<file path="src/rtl/mcdt_rr_arbiter.sv">
// mcdt output arbiter: shares the mcdt output port among three show-ahead
// channel FIFOs. Fixed-priority or round-robin arbitration, programmable burst.
module mcdt_rr_arbiter #(
    parameter int unsigned DW = 32,
    parameter int unsigned BW = 4
) (
    input  logic          clk,
    input  logic          rstn,
    input  logic          cfg_rr_en,
    input  logic [BW-1:0] cfg_burst_len,
    input  logic [2:0]    cfg_ch_en,
    input  logic [DW-1:0] ch0_data_i,
    input  logic          ch0_val_i,
    output logic          ch0_req_o,
    input  logic [DW-1:0] ch1_data_i,
    input  logic          ch1_val_i,
    output logic          ch1_req_o,
    input  logic [DW-1:0] ch2_data_i,
    input  logic          ch2_val_i,
    output logic          ch2_req_o,
    output logic [DW-1:0] mcdt_data_o,
    output logic          mcdt_val_o,
    output logic [1:0]    mcdt_id_o,
    output logic          arb_busy_o
);

    typedef enum logic {
        IDLE  = 1'b0,
        BURST = 1'b1
    } state_t;

    state_t        state;
    state_t        state_nxt;
    logic [2:0]    elig_c;
    logic [1:0]    gnt;
    logic [1:0]    rr_ptr;
    logic [BW-1:0] cnt;
    logic [1:0]    winner_c;
    logic          gnt_elig_c;
    logic          pop_c;
    logic [2:0]    req_c;
    logic [DW-1:0] gnt_data_c;
    logic [BW-1:0] burst_eff_c;

    assign elig_c      = {ch2_val_i, ch1_val_i, ch0_val_i} & cfg_ch_en;
    assign burst_eff_c = (cfg_burst_len == '0) ? BW'(1) : cfg_burst_len;
    assign pop_c       = (state == BURST) && gnt_elig_c;

    // Eligibility and head word of the currently granted channel
    always_comb begin
        gnt_elig_c = 1'b0;
        gnt_data_c = '0;
        case (gnt)
            2'd0: begin gnt_elig_c = elig_c[0]; gnt_data_c = ch0_data_i; end
            2'd1: begin gnt_elig_c = elig_c[1]; gnt_data_c = ch1_data_i; end
            2'd2: begin gnt_elig_c = elig_c[2]; gnt_data_c = ch2_data_i; end
            default: begin gnt_elig_c = 1'b0; gnt_data_c = '0; end
        endcase
    end

    // Winner: lowest eligible index, or first eligible from rr_ptr onward
    always_comb begin
        winner_c = 2'd0;
        if (!cfg_rr_en) begin
            if (elig_c[0])      winner_c = 2'd0;
            else if (elig_c[1]) winner_c = 2'd1;
            else                winner_c = 2'd2;
        end else begin
            case (rr_ptr)
                2'd1: begin
                    if (elig_c[1])      winner_c = 2'd1;
                    else if (elig_c[2]) winner_c = 2'd2;
                    else                winner_c = 2'd0;
                end
                2'd2: begin
                    if (elig_c[2])      winner_c = 2'd2;
                    else if (elig_c[0]) winner_c = 2'd0;
                    else                winner_c = 2'd1;
                end
                default: begin
                    if (elig_c[0])      winner_c = 2'd0;
                    else if (elig_c[1]) winner_c = 2'd1;
                    else                winner_c = 2'd2;
                end
            endcase
        end
    end

    // State register
    always_ff @(posedge clk or posedge rstn) begin
        if (rstn) state <= IDLE;
        else      state <= state_nxt;
    end

    // Next state: arbitrate in IDLE, leave BURST on last pop or lost eligibility
    always_comb begin
        state_nxt = state;
        case (state)
            IDLE:  if (|elig_c) state_nxt = BURST;
            BURST: if (!gnt_elig_c || (cnt == BW'(1))) state_nxt = IDLE;
            default: state_nxt = IDLE;
        endcase
    end

    // Pop strobes: only the granted channel, only while it stays eligible
    always_comb begin
        req_c = 3'b000;
        if (pop_c) begin
            case (gnt)
                2'd0:    req_c = 3'b001;
                2'd1:    req_c = 3'b010;
                2'd2:    req_c = 3'b100;
                default: req_c = 3'b000;
            endcase
        end
    end

    assign ch0_req_o  = req_c[0];
    assign ch1_req_o  = req_c[1];
    assign ch2_req_o  = req_c[2];
    assign arb_busy_o = (state == BURST);

    // Grant, beat counter and round-robin pointer
    always_ff @(posedge clk or posedge rstn) begin
        if (rstn) begin
            gnt    <= 2'd0;
            cnt    <= '0;
            rr_ptr <= 2'd0;
        end else begin
            if ((state == IDLE) && (|elig_c)) begin
                gnt <= winner_c;
                cnt <= burst_eff_c;
            end else if (pop_c) begin
                cnt <= cnt - BW'(1);
            end
            if ((state == BURST) && (state_nxt == IDLE)) begin
                rr_ptr <= (gnt == 2'd2) ? 2'd0 : gnt + 2'd1;
            end
        end
    end

    // Output register: one beat per pop, data zeroed and id held otherwise
    always_ff @(posedge clk or posedge rstn) begin
        if (rstn) begin
            mcdt_val_o  <= 1'b0;
            mcdt_data_o <= '0;
            mcdt_id_o   <= 2'd0;
        end else begin
            mcdt_val_o  <= pop_c;
            mcdt_data_o <= pop_c ? gnt_data_c : '0;
            if (pop_c) mcdt_id_o <= gnt;
        end
    end

endmodule

</file>
<file path="config.mk">
export PLATFORM = sky130hd
export DESIGN_NAME = mcdt_rr_arbiter
export DESIGN_NICKNAME = d
export VERILOG_FILES = /design/src/rtl/mcdt_rr_arbiter.sv
export SDC_FILE = /design/constraint.sdc
export NUM_CORES = 1
export LEC_CHECK = 0
export CORE_ASPECT_RATIO = 1.25
export CORE_MARGIN = 2
export CORE_UTILIZATION = 40
export DETAILED_ROUTE_END_ITERATION = 8
export PLACE_DENSITY = 0.87
export SLEW_MARGIN = 20
export SYNTH_ARGS = -nofsm -noshare
export SYNTH_HDL_FRONTEND = slang
export SYNTH_SLANG_ARGS = --single-unit
</file>
<file path="constraint.sdc">
create_clock -name clk -period 3.79 [get_ports clk]
set_input_delay 0.758 -clock clk [delete_from_list [all_inputs] [get_ports clk]]
set_output_delay 0.758 -clock clk [all_outputs]
set_load 0.05 [all_outputs]
</file>
==> impl_metrics.csv <==
group,metric,value,unit
place,dp_hpwl,5180,um
clock_network,post_cts_buffers,0,
timing,max_freq,309.2,MHz
place,io_buffer_count,147,
setup_path,start_kind,"primary input",
grt,first_global_vias,2289,
pwr,p_sw_share,42.76,%
place,place_area,0.003846,sq mm
logic_synthesis,netlist_instances,251,
timing,relSlewSlack,25.65,%
timing,skew,0.004058,ns
routing,vias,2365,
logic_synthesis,yosys-top-cells-count,"69 x nor2_1, 44 x dfrtp_1, 36 x a21oi_1",
clock_network,cts-htree-levels,2,
die,dieHeight,89.69,um
pwr,p_seq_share,28.7,%
setup_path,r2r_cells,5,
timing,min_period_over_period,85.33,%
routing,drt_iter0_drc,61,
grt,antenna_found_initial,0,
min_path,holdPathStages,1,
clock_network,cts_tree,"yes",
clock_network,worstSkewPairLatency,0.29,ns
grt,grt_pass1_wl,10290,um
layout,seqCellArea,0.001102,sq mm
routing,dr.pass1.iters,4,
setup_path,endpoint_kind,"primary output",
logic_synthesis,synth_top_flop_cell,"dfrtp_1",
routing,drcViolationCount,0,
setup_path,reg2reg_from,"gnt[0]",
layout,multi_input_area,0.001137,sq mm
logic_synthesis,synth_area_per_cell,9.362,sq um
routing,wirelength,6720,um
logic_synthesis,ys_seq_area_share,46.86,%
min_path,whs_endpoint,"mcdt_id_o[0]",
logic_synthesis,async_reset_ff_share,100.0,%
logic_synthesis,ys_types,38,
logic_synthesis,yosysWarnings,0,
logic_synthesis,yosysMostFrequentCell,"nor2_1",
logic_synthesis,yosysTopAreaCell,"dfrtp_1",
timing,period_needed,3.234,ns
grt,grt.total_usage,20.44,%
clock_network,cts_resized,0,
layout,fin_area,0.003954,sq mm
timing,tns,0,ns
place,gp_congestion,0.7912,
routing,drtAntennaViolNets,0,
logic_synthesis,mappedNetlistArea,0.002350,sq mm
timing,finalHoldViolCount,0,
pwr,power.static_leakage,1.802,nW
flow_run,drv_cap,0,
die,die_w,72.55,um
routing,vias_per_cell,5.141,
layout,n_fill_cell,466,
pwr,p_switching,0.9578,mW
pwr,ir_drop,266.5,uV
logic_synthesis,syn_nets,364,
timing,worst_pin_slew,1.114,ns
layout,n_antenna_cell,0,
setup_path,required,3.03,ns
die,rows,31,
grt,grt_overflow,0,
logic_synthesis,synth_area_leaders,"dfrtp_1 47%, mux2i_1 14%, nor2_1 11%",
clock_network,cts_buffers,5,
timing,setup_viol,0,
die,die-area,0.006507,sq mm
logic_synthesis,synth_seq_cells,44,
outcome,status,"finished, final reports clean",
min_path,hold_class,"reg -> reg",
timing,rsz0062_at_grt,"no",
setup_path,path_max_fanout,15,
pwr,clkPwrFrac,15.5,%
setup_path,rrSetupSlack,1.53,ns
logic_synthesis,synth_edf_count,0,
clock_network,cts_hold_buf,0,
layout,fin_nets,506,
setup_path,cp.arrival,2.48,ns
min_path,hp-start,"mcdt_id_o[0]",
grt,grt_max_degree,45,
routing,wl_per_cell,14.61,um
setup_path,r2r_end,"mcdt_data_o[15]",
layout,area_growth,68.26,%
clock_network,root_buffer,"clkbuf_8",
clock_network,cts_sinks,44,
pwr,power_frac_comb,55.8,%
pwr,p_int,1.282,mW
layout,drive_above_1_share,6.345,%
die,floorplan.initialDensity,40.93,%
pwr,powerDensity,566.6,mW/mm^2
clock_network,clkTransAtPathRegs,0.07,ns
setup_path,critPathKind,"in -> out",
die,ios,148,
die,core_area,0.005741,sq mm
logic_synthesis,yosysTopAreaCellShare,46.86,%
clock_network,cts_buffer_depth,2,
timing,slew_viol_final,0,
## cell usage in the layout, fill, tap and decap left out, types with 2 or more instances in the layout
master	n
o31ai_1	2
nor2b_1	3
buf_4	7
mux2i_1	32
nor3_1	3
nor3b_1	2
clkbuf_8	5
o21ai_0	3
a211oi_1	2
mux2_2	2
nor2_1	68
a21oi_1	36
ha_1	4
inv_1	7
nand2_1	3
clkdlybuf4s50_1	144
xor2_1	2
a21o_1	2
dfrtp_1	43
## worst max path at each step
stage | startpoint | end | cells after the start
2_1_floorplan | ch0_val_i | ch2_req_o | 3
3_3_place_gp | ch2_val_i | ch0_req_o | 6
3_5_place_dp | ch2_val_i | ch0_req_o | 6
4_1_cts | ch2_val_i | ch0_req_o | 6
5_1_grt | ch2_val_i | ch0_req_o | 6
6_report | ch2_val_i | ch0_req_o | 6
## through the flow
| step | std cells | setup WS, ns | utilization (%) | hold WS (ns) | power (mW) |
|---|---|---|---|---|---|
| 2_1_floorplan | 251 | 0.6291 | - | 0.5062 | 1.525 |
| 3_3_place_gp | 452 | 0.6041 | 67.00 | 0.4597 | 1.874 |
| 3_5_place_dp | 452 | 0.5524 | 67.00 | 0.4734 | 1.909 |
| 4_1_cts | 460 | 0.5489 | 68.88 | 0.4907 | 2.261 |
| 5_1_grt | 460 | 0.4580 | 68.88 | 0.5166 | 2.386 |
| 6_report | 460 | 0.5559 | 68.88 | 0.4845 | 2.240 |
## metal layers
layer | vias to the layer above | GRT usage (%) | share of wire [%]
met5 | - | 0 | 0
met4 | 0 | 6.566 | 1.0
met3 | 6 | 6.250 | 7.5
met2 | 90 | 38.35 | 55
met1 | 1124 | 21.75 | 36
li1 | 1145 | - | -
## power by group through the flow
stage	Clock [mW]	Combinational (mW)	Sequential, mW
finish	0.347	1.25	0.643
global route	0.373	1.35	0.660
CTS	0.358	1.26	0.643
detailed placement	0	1.26	0.653
global placement	0	1.23	0.646
floorplan	0	0.673	0.852
## sequential cells by signal (all words and copies together), names as in the netlist
register	count
mcdt_val_o	1
gnt	2
arb_busy_o	1
rr_ptr	2
mcdt_data_o	32
cnt	4
mcdt_id_o	2
## final cells by class
cell class              count  area share (%)
clock buffers               6           1.835
clock inverters             2          0.8861
inverters                   8          0.7595
multi-input cells         183           28.77
flip-flops and latches     44           27.88
well taps                  66           2.089
repair buffers            151           37.78
## critical path, cell delays in order
cell and delay, ns:
clkdlybuf4s50_1 0.48, and4b_2 0.33, o31ai_4 0.35, buf_4 0.27, nor3_1 0.06, buf_4 0.22
## logic make-up (layout without fill, tap and decap cells)
| group | after synthesis | in the layout | share of synthesized area, % |
|---|---|---|---|
| simple gates | 88 | 88 | 16.61 |
| compound gates | 54 | 54 | 13.84 |
| flops | 44 | 44 | 46.86 |
| mux | 34 | 34 | 14.59 |
| buf+inv | 24 | 167 | 4.845 |
| fa+ha+maj | 4 | 4 | 2.130 |
| xor+xnor | 3 | 3 | 1.118 |
Power figures use the tool's default switching activity.
